--- src/rtl/iterative_divider.sv ---
// Multi-cycle restoring divider for DIV/DIVU/REM/REMU, one quotient bit per cycle.
// Optional macro DIVIDER_SPECIAL_BYPASS_EN: divide-by-zero and signed-overflow
// requests leave BUSY after a single cycle instead of iterating.
module iterative_divider #(
  parameter int unsigned dataWidth   = 32,
  parameter int unsigned selectWidth = 2
) (
  input  logic                   clk,
  input  logic                   reset,
  input  logic                   inValid,
  output logic                   inReady,
  input  logic [dataWidth-1:0]   inputA,
  input  logic [dataWidth-1:0]   inputB,
  input  logic [selectWidth-1:0] divSelect,
  output logic                   outValid,
  input  logic                   outReady,
  output logic [dataWidth-1:0]   dataOut,
  output logic                   busy
);

  localparam int unsigned W        = dataWidth;
  localparam int unsigned CntWidth = $clog2(dataWidth);
  localparam logic [CntWidth-1:0] CntStart = CntWidth'(dataWidth - 1);
  localparam logic [W-1:0]        MostNeg  = {1'b1, {(W-1){1'b0}}};

  typedef enum logic [1:0] {StIdle, StBusy, StDone} state_e;

  state_e              state_q, state_d;
  logic [W-1:0]        dq_q, dq_d;        // dividend shifts out MSB-first, quotient shifts in
  logic [W-1:0]        div_q, div_d;      // absolute divisor
  logic [W-1:0]        rem_q, rem_d;      // partial remainder, always < divisor
  logic [W-1:0]        raw_a_q, raw_a_d;  // original dividend for divide-by-zero REM
  logic [CntWidth-1:0] cnt_q, cnt_d;
  logic                is_rem_q, is_rem_d;
  logic                neg_quo_q, neg_quo_d;
  logic                neg_rem_q, neg_rem_d;
  logic                zero_q, zero_d;
  logic                ovf_q, ovf_d;
  logic [W-1:0]        result_q, result_d;

  // Request decode: signedness, absolute operands and special cases
  logic         op_signed, a_neg, b_neg, req_zero, req_ovf;
  logic [W-1:0] abs_a, abs_b;

  assign op_signed = ~divSelect[0];
  assign a_neg     = op_signed & inputA[W-1];
  assign b_neg     = op_signed & inputB[W-1];
  assign abs_a     = a_neg ? -inputA : inputA;
  assign abs_b     = b_neg ? -inputB : inputB;
  assign req_zero  = (inputB == '0);
  assign req_ovf   = op_signed & (inputA == MostNeg) & (inputB == '1);

  // One restoring step on a dataWidth+1 bit partial remainder
  logic [W:0]   rem_shift, rem_diff;
  logic         q_bit;
  logic [W-1:0] rem_iter, dq_iter;

  assign rem_shift = {rem_q, dq_q[W-1]};
  assign rem_diff  = rem_shift - {1'b0, div_q};
  assign q_bit     = ~rem_diff[W];
  assign rem_iter  = q_bit ? rem_diff[W-1:0] : rem_shift[W-1:0];
  assign dq_iter   = {dq_q[W-2:0], q_bit};

  // Sign correction and special-case override, applied on the way into DONE
  logic [W-1:0] quo_fin, rem_fin, special_res, final_res;

  assign quo_fin     = neg_quo_q ? -dq_iter : dq_iter;
  assign rem_fin     = neg_rem_q ? -rem_iter : rem_iter;
  assign special_res = zero_q ? (is_rem_q ? raw_a_q : '1) : (is_rem_q ? '0 : MostNeg);
  assign final_res   = (zero_q || ovf_q) ? special_res : (is_rem_q ? rem_fin : quo_fin);

  // State and datapath registers with synchronous reset
  always_ff @(posedge clk) begin
    if (reset) begin
      state_q   <= StIdle;
      dq_q      <= '0;
      div_q     <= '0;
      rem_q     <= '0;
      raw_a_q   <= '0;
      cnt_q     <= '0;
      is_rem_q  <= 1'b0;
      neg_quo_q <= 1'b0;
      neg_rem_q <= 1'b0;
      zero_q    <= 1'b0;
      ovf_q     <= 1'b0;
      result_q  <= '0;
    end else begin
      state_q   <= state_d;
      dq_q      <= dq_d;
      div_q     <= div_d;
      rem_q     <= rem_d;
      raw_a_q   <= raw_a_d;
      cnt_q     <= cnt_d;
      is_rem_q  <= is_rem_d;
      neg_quo_q <= neg_quo_d;
      neg_rem_q <= neg_rem_d;
      zero_q    <= zero_d;
      ovf_q     <= ovf_d;
      result_q  <= result_d;
    end
  end

  // Next-state, datapath updates and handshake outputs
  always_comb begin
    state_d   = state_q;
    dq_d      = dq_q;
    div_d     = div_q;
    rem_d     = rem_q;
    raw_a_d   = raw_a_q;
    cnt_d     = cnt_q;
    is_rem_d  = is_rem_q;
    neg_quo_d = neg_quo_q;
    neg_rem_d = neg_rem_q;
    zero_d    = zero_q;
    ovf_d     = ovf_q;
    result_d  = result_q;
    inReady   = 1'b0;
    busy      = 1'b0;
    outValid  = 1'b0;
    dataOut   = '0;

    case (state_q)
      StIdle: begin
        inReady = 1'b1;
        if (inValid) begin
          state_d   = StBusy;
          dq_d      = abs_a;
          div_d     = abs_b;
          rem_d     = '0;
          raw_a_d   = inputA;
          cnt_d     = CntStart;
          is_rem_d  = divSelect[1];
          neg_quo_d = a_neg ^ b_neg;
          neg_rem_d = a_neg;
          zero_d    = req_zero;
          ovf_d     = req_ovf;
        end
      end
      StBusy: begin
        busy  = 1'b1;
        dq_d  = dq_iter;
        rem_d = rem_iter;
        cnt_d = cnt_q - 1'b1;
        if (cnt_q == '0) begin
          state_d  = StDone;
          result_d = final_res;
        end
`ifdef DIVIDER_SPECIAL_BYPASS_EN
        if (zero_q || ovf_q) begin
          state_d  = StDone;
          result_d = special_res;
        end
`else
`endif
      end
      StDone: begin
        outValid = 1'b1;
        dataOut  = result_q;
        if (outReady) begin
          state_d = StIdle;
        end
      end
      default: state_d = StIdle;
    endcase
  end

endmodule
--- config.mk ---
export PLATFORM = sky130hd
export DESIGN_NAME = iterative_divider
export DESIGN_NICKNAME = d
export VERILOG_FILES = /design/src/rtl/iterative_divider.sv
export SDC_FILE = /design/constraint.sdc
export NUM_CORES = 1
export LEC_CHECK = 0
export CORE_MARGIN = 4
export CORE_UTILIZATION = 35
export DETAILED_ROUTE_END_ITERATION = 16
export SYNTH_ARGS = -nofsm -noshare
export SYNTH_HDL_FRONTEND = slang
export SYNTH_SLANG_ARGS = --single-unit
--- constraint.sdc ---
create_clock -name clk -period 15.5 [get_ports clk]
set_input_delay 3.1 -clock clk [delete_from_list [all_inputs] [get_ports clk]]
set_output_delay 3.1 -clock clk [all_outputs]
set_load 0.02 [all_outputs]
==> results.cfg <==
[cells_and_area]
area_growth_pct = 15.1
diodes = 0
drive_above_1_share = 0.0461
layout.nets = 1877

[global_route]
grt_use_total = 0.218
grt_pass1_vias = 11800
overflow = 0
grt_max_degree = 88
grt_pass1_wl_um = 68100
antenna_found_initial = 1

[synth]
synth_most_common_cell = nand2_1
synth_seq_cells = 172
syn_nets = 1851
yosysSeqAreaShare = 0.275
avgSynthCellArea_um2 = 7.19
synth.top_cells.by_count = nand2_1 (220), nor2_1 (205), a21oi_1 (191)
synth_edf_count = 0
yosys_warnings = 0
ys.flop_type = dfxtp_1
synth-async-reset-ratio = 0
syn-cell-area_um2 = 12500
yosysUniqueCellTypes = 84
synth_top_area_share = 0.275
syn-instance-count = 1741
synth_top_cell_by_area = dfxtp_1
synth_area_leaders = dfxtp_1 (28%), a21oi_1 (7.6%), nand2_1 (6.6%)

[power_and_ir_drop]
ir_worst_vdd_mv = 0.0704
power.leakage_nw = 5.25
p_int_mw = 0.833
pwr-share-comb = 0.293
power.total_mw = 1.33
power.share.sequential = 0.377
p_per_area_nw_per_um2 = 92.5
p_sw_frac = 0.374
switchingPower_mw = 0.498
p_clk_frac = 0.330

[timing]
worst_pin_slew_ps = 1080
fin_hold_ws_ps = 455
rsz0062_at_grt = no
drv_slew = 0
period_needed_ps = 6150
tns_ps = 0
finalHoldViolations = 0
finalSetupViolCount = 0
maxSlewHeadroom = 0.272
fin_skew_ps = 20.2
post-route-period-util = 0.397
fmax_mhz = 162

[drt]
antenna_left = 0
first_iter_violations = 1059
drt-total-wl_um = 43500
vias = 12700
viasPerCell = 5.69
drc_errors = 0
wl_per_cell_um = 19.5
first_pass_iters = 6

[floorplan]
die_height_um = 197
dieArea_um2 = 38800
die_width_um = 197
rows = 68
start_util = 0.359
core_area_um2 = 34900
io_pins = 105

[setup_path]
reg2reg_slack_ps = 9350
r2r-end = result_q[22]$_SDFFE_PP0P_
crit_fanout = 33
critPathMaxStageDelay_ps = 710
cp.arrival_ps = 6500
critical_path_class = register to register
cp.required_ps = 15850
reg2reg_from = dq_q[31]$_SDFFE_PP0P_
end_kind = register
ff2ff_path_depth = 22
cpMostUsedCell = inv_1
crit_slowest_cell = o41ai_4
path_cells = inv_1 > ha_1 > fa_1 > nand2b_1 > a21oi_4 > o21ai_2 > o41ai_4 > a41oi_4 > nand2_4 > inv_2 > nand2_1 > o21ai_0 > inv_1 > ha_1 > inv_1 > nor3_1 > or3b_2 > a2bb2oi_1 > o21ai_0 > xor2_1 > nand2_1 > a311oi_1
worst_setup_path_start_kind = register

[worst_hold_path]
holdPathEnd = raw_a_q[19]$_SDFFE_PP0P_
min_from = raw_a_q[19]$_SDFFE_PP0P_
hold_depth = 2
hold_class = register to register

[clock_network]
holdBufCountCts = 0
clk_pin_slew_ps = 70
postCtsSetupRepairBufs = 0
worstSkewPairLatency_ps = 460
cts.sinks = 172
numCtsBuffers = 17
clk_path_buf_depth = 2
cts-resized-gates = 0
htreeDepth = 4
tritoncts = done
cts_root_buffer = clkbuf_16

[placed_design]
place.gp.congestion = 0.912
hpwl_um = 32700
numPortBuffers = 104

[job]
drv_cap = 0

[outcome]
status = completed
## registers in the layout (all words and copies together) (netlist names)
signal and flops:
div_q 32, dq_q 32, raw_a_q 32, rem_q 32, result_q 32, cnt_q 5, state_q 2, is_rem_q 1
neg_quo_q 1, neg_rem_q 1, ovf_q 1, zero_q 1
## cells in the final DEF, fill, tap and decap left out, drive strengths merged, types with 39 or more instances in the layout
cell type / n
a211oi: 41
a21oi: 194
clkdlybuf4s50: 103
dfxtp: 172
ha: 39
inv: 68
nand2: 221
nor2: 205
nor3: 50
o21ai: 93
xnor2: 55
xor2: 71
## how the worst max path moves through the flow
stage                          startpoint                         to  slack [ps]  depth (start not counted)
floorplan                       inputB[8]     div_q[29]$_SDFFE_PP0P_       10070                          8
global placement                inputA[1]      dq_q[28]$_SDFFE_PP0P_        9200                         13
detailed placement              inputA[0]      dq_q[28]$_SDFFE_PP0P_        9180                         13
CTS                 dq_q[31]$_SDFFE_PP0P_  result_q[22]$_SDFFE_PP0P_        9420                         22
global route        dq_q[31]$_SDFFE_PP0P_  result_q[22]$_SDFFE_PP0P_        8880                         22
finish              dq_q[31]$_SDFFE_PP0P_  result_q[22]$_SDFFE_PP0P_        9350                         22
## worst max-delay path, delay by kind of cell, from the launching register on
kind,cells,cell delay (ps)
AOI/OAI and AO/OA,8,2350
and+or+nand+nor,6,1820
adders and majority gates,3,790
buffers and inverters,4,430
DFF,1,380
xor gates and xnor gates,1,250
## kinds of logic after synthesis
logic type | count (synthesis) | share of synthesized area
compound gates | 544 | 0.281
xor+xnor | 126 | 0.0882
fa+ha+maj | 40 | 0.0406
buf+inv | 175 | 0.0545
flops | 172 | 0.275
mux | 20 | 0.0166
simple gates | 664 | 0.244
## power groups by stage
stage                     combinational [mW]  clock, mW  sequential [mW]
after floorplan                        0.273          0            0.501
after global placement                 0.382          0            0.511
after detailed placement               0.384          0            0.512
after CTS                              0.386      0.444            0.502
after global routing                   0.432      0.460            0.507
final                                  0.390      0.439            0.502
## per-layer routing
layer	up-vias	wire length (µm)	global-route usage
met5	-	0	0
met3	51	2410	0.0327
met4	0	961	0.0637
met2	368	19400	0.341
li1	6322	-	-
met1	5975	20700	0.313
## area by class of cell
cell class / instances / area, µm²
multi-input cells: 1394 / 8410
inverters: 63 / 236
fillers: 3708 / 20500
flip-flops and latches: 172 / 3440
repair buffers: 119 / 1150
clock inverters: 14 / 151
well taps: 455 / 569
clock buffers: 18 / 439
## metrics by stage
step	area, µm²	instances	util	setup slack, ps
2_1_floorplan	12500	1741	-	10070
3_3_place_gp	13800	2203	0.396	9200
3_5_place_dp	13800	2203	0.396	9180
4_1_cts	14400	2235	0.413	9420
5_1_grt	14400	2235	0.413	8880
6_report	14400	2235	0.413	9350
(Power assumes the default switching activity.)
==> RTL change, RTL diff (same flow settings) <==
Set the parameter `dataWidth` to 64 (it was 32).
--- a/src/rtl/iterative_divider.sv
+++ b/src/rtl/iterative_divider.sv
@@ -2,7 +2,7 @@
 // Optional macro DIVIDER_SPECIAL_BYPASS_EN: divide-by-zero and signed-overflow
 // requests leave BUSY after a single cycle instead of iterating.
 module iterative_divider #(
-  parameter int unsigned dataWidth   = 32,
+  parameter int unsigned dataWidth   = 64,
   parameter int unsigned selectWidth = 2
 ) (
   input  logic                   clk,
Ports: changed (resized dataOut, inputA and inputB); port bits go from 105 to 201. No check against the original RTL was run, so the function may have changed too.
==> RTL change against the original RTL <==
Final area rose by 110%. Critical path depth fell by 1. Wire length rose to 2.5 times the old value. Setup slack got worse by 0.81 ns. Largest cell class unchanged. Synthesized area rose by 100%. Sequential cell count rose by 161. Die area rose by 100%.
Power is left out: the tool's default activity adds up to more than one toggle a clock period on the data nets, which glitch-free logic cannot reach.
==> RTL change: results (changes against the original RTL) <==
Cells and area
  • Ant diodes: 0 (unchanged)
  • Final net count: 3843 (+100%)
  • Layout cells sized above 1: 0.0463 (+0.000279)

Logic synthesis
  • Synth Area in Compound Gates: 0.286 (+0.00524)
  • Post-synthesis mux area share: 0.0175 (+0.000892)
  • Synth area leaders: dfxtp_1 (26%), a21oi_1 (7.1%), nand2_1 (6.8%)
  • Synth Area in XOR/XNOR: 0.0896 (+0.00141)
  • Adder and majority gate portion of the synthesized area: 0.0355 (-0.00513)
  • Synth unique cells: 94 (+12%)
  • Register area share after synthesis: 0.260 (-0.0149)
  • Commonest cells in the netlist: nand2_1 (465), nor2_1 (401), a21oi_1 (361)

Worst setup path
  • Setup crit end: result_q[62]$_SDFFE_PP0P_
  • WP data arrival: 7.41 ns (+0.91 ns)
  • Critical-path top delay cell: or4_4
  • R2r worst-path depth: 21 (-4.5%)
  • CP max stage delay: 0.57 ns (-0.14 ns)
  • Worst-path fanout max: 27 (-18%)
  • Worst setup startpoint: dq_q[63]$_SDFFE_PP0P_

Global route
  • M1 GR Usage: 0.384 (+0.0712)
  • Vias in the first global route: 24737 (+110%)
  • GRT Resource Usage Total: 0.266 (+0.0482)
  • Met3 GRT Util: 0.0431 (+0.0104)
  • Largest net degree at the start of global routing: 197 (+120%)
  • Global Route met2 Usage: 0.410 (+0.0694)
  • First-pass GRT wire length: 161000 µm (+140%)
  • Initial antenna violation count: 3 (+2)

Timing
  • Fin worst setup slack: 8.53 ns (-0.812 ns)
  • Worst Tran Pin Value: 1.25 ns (+0.162 ns)
  • Final Skew: 0.0173 ns (-0.00289 ns)
  • Slew headroom: 0.170 (-0.102)

Drt
  • WL/cell: 23.6 µm (+21%)
  • Starting DRT DRC Count: 3325 (+210%)
  • DR vias/cell: 5.93 (+4.3%)
  • M1 wire length: 49100 µm (+140%)
  • Met3 WL: 9200 µm (+280%)
  • WL met2: 47700 µm (+150%)

CTS
  • Worst skew pair latency: 0.59 ns (+0.13 ns)
  • Max H-tree Level: 2 (-2)
  • Num CTS Buffers: 42 (+25)
  • Clk buf depth: 3 (+1)

Placement
  • RD Place Congestion: 0.963 (+5.7%)
  • DP Wirelength: 83100 µm (+150%)
  • Pre-CTS WS: 8.14 ns (-1.04 ns)
  • I/O Buffers: 200 (+92%)

Outcome
  • Status: finished, final reports clean
[RTL change: critical path, delay by kind of cell, from the launching register on]
kind / cells / cell delay (ns)
and+or+nand+nor: 8 / 2.47
AOI/OAI and AO/OA: 7 / 2.32
adders and majority gates: 3 / 0.90
buffers and inverters: 2 / 0.50
DFF: 1 / 0.39
xor gates and xnor gates: 1 / 0.19
[RTL change: worst min path at each step]
| stage | to | from | cells after the start | slack (ns) |
|---|---|---|---|---|
| CTS | result_q[25]$_SDFFE_PP0P_ | result_q[25]$_SDFFE_PP0P_ | 2 | 0.45 |
| floorplan | result_q[24]$_SDFFE_PP0P_ | result_q[24]$_SDFFE_PP0P_ | 2 | 0.43 |
| global placement | result_q[13]$_SDFFE_PP0P_ | result_q[13]$_SDFFE_PP0P_ | 2 | 0.44 |
| global route | result_q[25]$_SDFFE_PP0P_ | result_q[25]$_SDFFE_PP0P_ | 2 | 0.47 |
| finish | result_q[17]$_SDFFE_PP0P_ | result_q[17]$_SDFFE_PP0P_ | 2 | 0.45 |
| detailed placement | result_q[13]$_SDFFE_PP0P_ | result_q[13]$_SDFFE_PP0P_ | 2 | 0.44 |
[RTL change: cell type report]
| type | instances | area, µm² |
|---|---|---|
| Multi-Input combinational cell | 2926 | 17600 |
| Sequential cell | 333 | 6670 |
| Fill cell | 7592 | 42400 |
| Clock inverter | 21 | 290 |
| Clock buffer | 54 | 1170 |
| Timing Repair Buffer | 235 | 2280 |
| Tap cell | 950 | 1190 |
| Inverter | 99 | 372 |
[RTL change: through the flow]
stage / std cells / utilization / area (µm²)
after floorplan: 3615 / - / 25600
after global placement: 4543 / 0.391 / 28100
after detailed placement: 4543 / 0.391 / 28100
after CTS: 4618 / 0.411 / 29600
after global routing: 4618 / 0.411 / 29600
final: 4618 / 0.411 / 29600
